File: src/rtl/decode_hazard_ctrl.sv
// -----------------------------------------------------------------------------
// decode_hazard_ctrl
//   Pipeline control for the ID/EX decode register of the interpolation ASIP.
//   It injects a one-cycle bubble on load-use hazards and serialises
//   multi-cycle vector operations through a busy counter. Taken branches flush
//   the front end. It also keeps a saturating count of PC-hold cycles.
//
// Parameters
//   VEC_LAT      cycles the vector unit is occupied per issued vector op (>=1)
//   CNT_W        width of the stall performance counter
//
// Ports
//   clk          in   rising-edge clock
//   rst          in   asynchronous reset, active-low
//   id_valid     in   decode stage holds a valid instruction
//   id_rs1/2     in   decode source registers
//   id_use_rs1/2 in   instruction reads rs1 / rs2
//   id_is_vec    in   instruction is a vector op
//   ex_rd        in   destination register of the instruction in EX
//   ex_load      in   EX instruction is a memory load
//   ex_reg_write in   EX instruction writes the register file
//   branch_taken in   branch resolved taken in EX this cycle
//   pc_hold      out  freeze PC
//   ifid_hold    out  freeze IF/ID register
//   ifid_flush   out  clear IF/ID register
//   idex_bubble  out  load NOP controls into ID/EX register
//   vec_busy     out  vector unit occupied
//   stall_cnt    out  saturating count of pc_hold cycles
// -----------------------------------------------------------------------------
module decode_hazard_ctrl #(
    parameter int VEC_LAT = 4,
    parameter int CNT_W   = 16
) (
    input  logic             clk,
    input  logic             rst,
    input  logic             id_valid,
    input  logic [4:0]       id_rs1,
    input  logic [4:0]       id_rs2,
    input  logic             id_use_rs1,
    input  logic             id_use_rs2,
    input  logic             id_is_vec,
    input  logic [4:0]       ex_rd,
    input  logic             ex_load,
    input  logic             ex_reg_write,
    input  logic             branch_taken,
    output logic             pc_hold,
    output logic             ifid_hold,
    output logic             ifid_flush,
    output logic             idex_bubble,
    output logic             vec_busy,
    output logic [CNT_W-1:0] stall_cnt
);

    localparam int VC_W = $clog2(VEC_LAT + 1);

    typedef enum logic {
        IDLE  = 1'b0,
        VBUSY = 1'b1
    } state_t;

    state_t           state_q, state_d;
    logic [VC_W-1:0]  vec_cnt_q, vec_cnt_d;
    logic [CNT_W-1:0] stall_cnt_q, stall_cnt_d;

    logic lu;
    logic vs;
    logic issue_vec;
    logic hold;

    always_comb begin
        lu = id_valid && ex_load && ex_reg_write && (ex_rd != 5'd0) &&
             ((id_use_rs1 && (id_rs1 == ex_rd)) ||
              (id_use_rs2 && (id_rs2 == ex_rd)));
        vs = id_valid && id_is_vec && (vec_cnt_q != '0);
        // A branch cancels the decode instruction, so it must not start the unit.
        issue_vec = id_valid && id_is_vec && !branch_taken && !lu &&
                    (vec_cnt_q == '0);
        hold = !branch_taken && (lu || vs);
    end

    always_comb begin
        state_d   = state_q;
        vec_cnt_d = vec_cnt_q;
        case (state_q)
            IDLE: begin
                // With VEC_LAT==1 the unit is free again next cycle: no busy state.
                if (issue_vec && (VEC_LAT > 1)) begin
                    state_d   = VBUSY;
                    vec_cnt_d = VC_W'(VEC_LAT - 1);
                end
            end
            VBUSY: begin
                // Branches do not abort an issued vector op.
                vec_cnt_d = vec_cnt_q - 1'b1;
                if (vec_cnt_q == VC_W'(1)) begin
                    state_d = IDLE;
                end
            end
            default: begin
                state_d   = IDLE;
                vec_cnt_d = '0;
            end
        endcase

        stall_cnt_d = stall_cnt_q;
        if (hold && (stall_cnt_q != {CNT_W{1'b1}})) begin
            stall_cnt_d = stall_cnt_q + 1'b1;
        end
    end

    always_ff @(posedge clk or negedge rst) begin
        if (!rst) begin
            state_q     <= IDLE;
            vec_cnt_q   <= '0;
            stall_cnt_q <= '0;
        end else begin
            state_q     <= state_d;
            vec_cnt_q   <= vec_cnt_d;
            stall_cnt_q <= stall_cnt_d;
        end
    end

    // Combinational outputs are forced low while reset is held, even though
    // the hazard terms themselves come straight from the inputs.
    assign pc_hold     = rst & hold;
    assign ifid_hold   = rst & hold;
    assign ifid_flush  = rst & branch_taken;
    assign idex_bubble = rst & (branch_taken | lu | vs);
    assign vec_busy    = rst & (state_q == VBUSY);
    assign stall_cnt   = stall_cnt_q;

endmodule
File: config.mk
export PLATFORM = sky130hd
export DESIGN_NAME = decode_hazard_ctrl
export DESIGN_NICKNAME = d
export VERILOG_FILES = /design/src/rtl/decode_hazard_ctrl.sv
export SDC_FILE = /design/constraint.sdc
export NUM_CORES = 1
export LEC_CHECK = 0
export CAP_MARGIN = 30
export CELL_PAD_IN_SITES_DETAIL_PLACEMENT = 1
export CELL_PAD_IN_SITES_GLOBAL_PLACEMENT = 1
export CORE_ASPECT_RATIO = 0.9
export CORE_MARGIN = 2
export CORE_UTILIZATION = 33
export DETAILED_ROUTE_END_ITERATION = 10
export GPL_ROUTABILITY_DRIVEN = 0
export HOLD_SLACK_MARGIN = 0.02
export PLACE_DENSITY = 0.9
export SYNTH_ARGS = -nofsm -noshare
export SYNTH_HDL_FRONTEND = slang
export SYNTH_SLANG_ARGS = --single-unit
File: constraint.sdc
create_clock -name clk -period 2.5 [get_ports clk]
set_clock_uncertainty 0.2 [all_clocks]
set_input_delay 0.25 -clock clk [delete_from_list [all_inputs] [get_ports clk]]
set_output_delay 0.25 -clock clk [all_outputs]
set_load 0.02 [all_outputs]
==> metrics.md <==
| Metric | Value |
|---|---|
| Rel. slew slack | `0.723` |
| Critical-path maximum fanout | `2` |
| Setup Viol. Count Final | `0` |
| Maximum number of pins on one net before global-route repair | `19` |
| Post-Syn Area per Cell | `10.5 sq um` |
| R2R Setup Slk | `0.21 ns` |
| Fin crit period | `2.33 ns` |
| Startpoint Class | `primary input` |
| R2R Path Start | `stall_cnt[0]$_DFFE_PN0P_` |
| Final instance count without filler cells | `220` |
| Required time of the critical path | `roughly 2.1 ns` |
| Max Fclk | `0.429 GHz` |
| Final period utilization | `0.933` |
| Sequential fraction of the synthesis area | `0.407` |
| Setup Buffers After CTS | `0` |
| Clock sink count | `20` |
| CTS max path bufs | `2` |
| Share of cells above drive strength 1 | `0.184` |
| First-pass GRT wire length | `5520 um` |
| Synth cell types | `34` |
| CP Capture Type | `primary output` |
| CP Data Arrival Time | `1.88 ns` |
| Die Y | `61.9 um` |
| Initial antenna violation count | `0` |
| Tot GR Track Use | `0.176` |
| Core footprint | `around 3700 sq um` |
| Inst Count DP | `roughly 220` |
| Net Count, Synth | `145` |
| Run status | `completed` |
| Starting density of the core | `0.336` |
| Drt pass-1 iters | `2` |
| Fill count | `about 420` |
| Vias in the first global route | `approximately 1,200` |
| Drt wl/cell | `15.6 um` |
| Total power draw | `1.05 mW` |
| Num ports | `45` |
| DRC viols | `0` |
| H-tree Lvls | `1` |
| Hold crit path type | `primary input to async pin` |
| CTS tree | `done` |
| # diodes | `0` |
| MaxCap Viol Count | `0` |
| Total CTS buffers | `3` |
| Synth warn | `0` |
| Most common library cell in the layout ignoring fill and taps | `clkdlybuf4s50_1` |
| Worst skew pair latency | `0.27 ns` |
| Count of pins over their slew limit | `0` |
| Area Growth Syn to Fin | `49.6%` |
| Final net count | `203` |
| Setup TNS | `0 ns` |
| Post-Route WL | `3430 um` |
| Max VDD drop | `between 300 and 400 uV` |
| Total grt overflow | `0` |
| Critical path class | `primary input to primary output` |
| Final hold violation count | `0` |
| Static Leak | `0.813 nW` |
| Via/cell ratio | `4.98` |
| # rows | `21` |
| RSZ-0062 raised after global routing | `no` |
| Worst Tran Pin Value | `0.412 ns` |
| Reg2reg path depth | `6` |
| CTS root buf | `clkbuf_8` |
| I/O Buffers | `44` |
| Post-route ant nets | `0` |
| Post-synthesis instance total | `117` |
| Power Density | `570 nW/um^2` |
| Via count | `1,096` |
| Dpl hpwl | `2800 um` |
| RR Endpoint | `stall_cnt[1]$_DFFE_PN0P_` |
| Die width | `68.3 um` |
| Most frequent cells in the layout | `clkdlybuf4s50_1 (39), dfrtp_1 (20), xor2_1 (14)` |
| Clk pin slew, worst setup/hold paths | `roughly 0.08 ns` |
| Initial DRC Count | `8` |
| Die area | `4230 sq um` |
| #FFs+latches synth | `20` |
| Mapped Area | `between 1000 and 1500 sq um` |
[Yosys cell counts, drive strengths merged]
library cell	instances	area (sq um)
dfrtp	20	500
xor2	14	123
xnor2	12	105
nand2	10	37.5
nor2	8	42.5
nor3	7	60.1
inv	6	22.5
nand3	6	30.0
nor4	5	46.3
ha	4	50.1
nand4	4	25.0
a21oi	3	26.3
and2	2	12.5
buf	2	18.8
a211o	1	8.76
a22oi	1	7.51
a31oi	1	6.26
a41oi	1	8.76
and4	1	8.76
mux2	1	15.0
mux2i	1	10.0
nand3b	1	7.51
nor2b	1	6.26
nor3b	1	12.5
nor4b	1	8.76
o2111ai	1	15.0
o22ai	1	6.26
or4	1	7.51
[cell type report]
class / instances / area, sq um / area share
clock buffers: 4 / 55.1 / 0.0300
inverters: 6 / 22.5 / 0.0123
multi-input cells: 89 / 694 / 0.378
flip-flops and latches: 20 / 500 / 0.272
well taps: 46 / 57.6 / 0.0313
repair buffers: 55 / 508 / 0.276
[logic make-up after synthesis]
group	Yosys count	share of synthesized area
flip-flops	20	0.407
multiplexers	2	0.0204
AND/OR/NAND/NOR	48	0.248
XOR/XNOR	26	0.185
adder cells (fa/ha/maj)	4	0.0407
AO/OA/AOI/OAI	9	0.0642
buffers and inverters	8	0.0336
[timing repair]
item / CTS / global route
setup endpoints to repair: 3 / 3
endpoints found under the hold margin: 2 / 0
hold buffers: 1 / 0
resized for setup: 13 / 3
[report_power, final]
part | switching [mW] | internal, mW | total, mW
clock | 0.111 | 0.140 | 0.251
sequential | 0.0604 | 0.370 | 0.430
combinational | 0.175 | 0.191 | 0.367
total | 0.347 | 0.701 | 1.05
[state kept, by name (all words and copies together), names as in the netlist]
name / cells
stall_cnt: 16
state_q: 1
vec_cnt_q: 3
[per-stage QoR]
step | util | area (sq um) | worst slack (ns) | hold slack, ns
2_1_floorplan | - | 1230 | 0.238 | -0.246
3_3_place_gp | 0.488 | 1780 | -0.306 | 0.272
3_5_place_dp | 0.488 | 1780 | -0.395 | 0.289
4_1_cts | 0.508 | 1860 | 0.0541 | 0.264
5_1_grt | 0.503 | 1840 | 0.00779 | 0.297
6_report | 0.503 | 1840 | 0.167 | 0.258
[metal layers]
layer	vias up	part of all wire	GRT usage
met5	-	0	0
met4	0	0.010	0.0600
met3	4	0.098	0.0396
met2	41	0.52	0.347
met1	530	0.38	0.183
li1	521	-	-
[how the worst max path moves through the flow]
stage | start | to | slack, ns | cells after the start
4_1_cts | ex_rd[3] | idex_bubble | 0.05 | 7
6_report | ex_rd[3] | idex_bubble | 0.17 | 7
3_5_place_dp | ex_rd[1] | idex_bubble | -0.40 | 7
3_3_place_gp | ex_rd[1] | idex_bubble | -0.31 | 7
2_1_floorplan | vec_cnt_q[0]$_DFFE_PN0P_ | pc_hold | 0.24 | 9
5_1_grt | ex_rd[3] | stall_cnt[5]$_DFFE_PN0P_ | 0.008 | 10
[worst max-delay path, stage by stage]
cell	delay, ns
clkdlybuf4s50_1	0.44
or4_4	0.50
o2111ai_2	0.21
inv_1	0.08
a21oi_2	0.16
a21oi_1	0.08
buf_2	0.16
(Power assumes the default switching activity.)
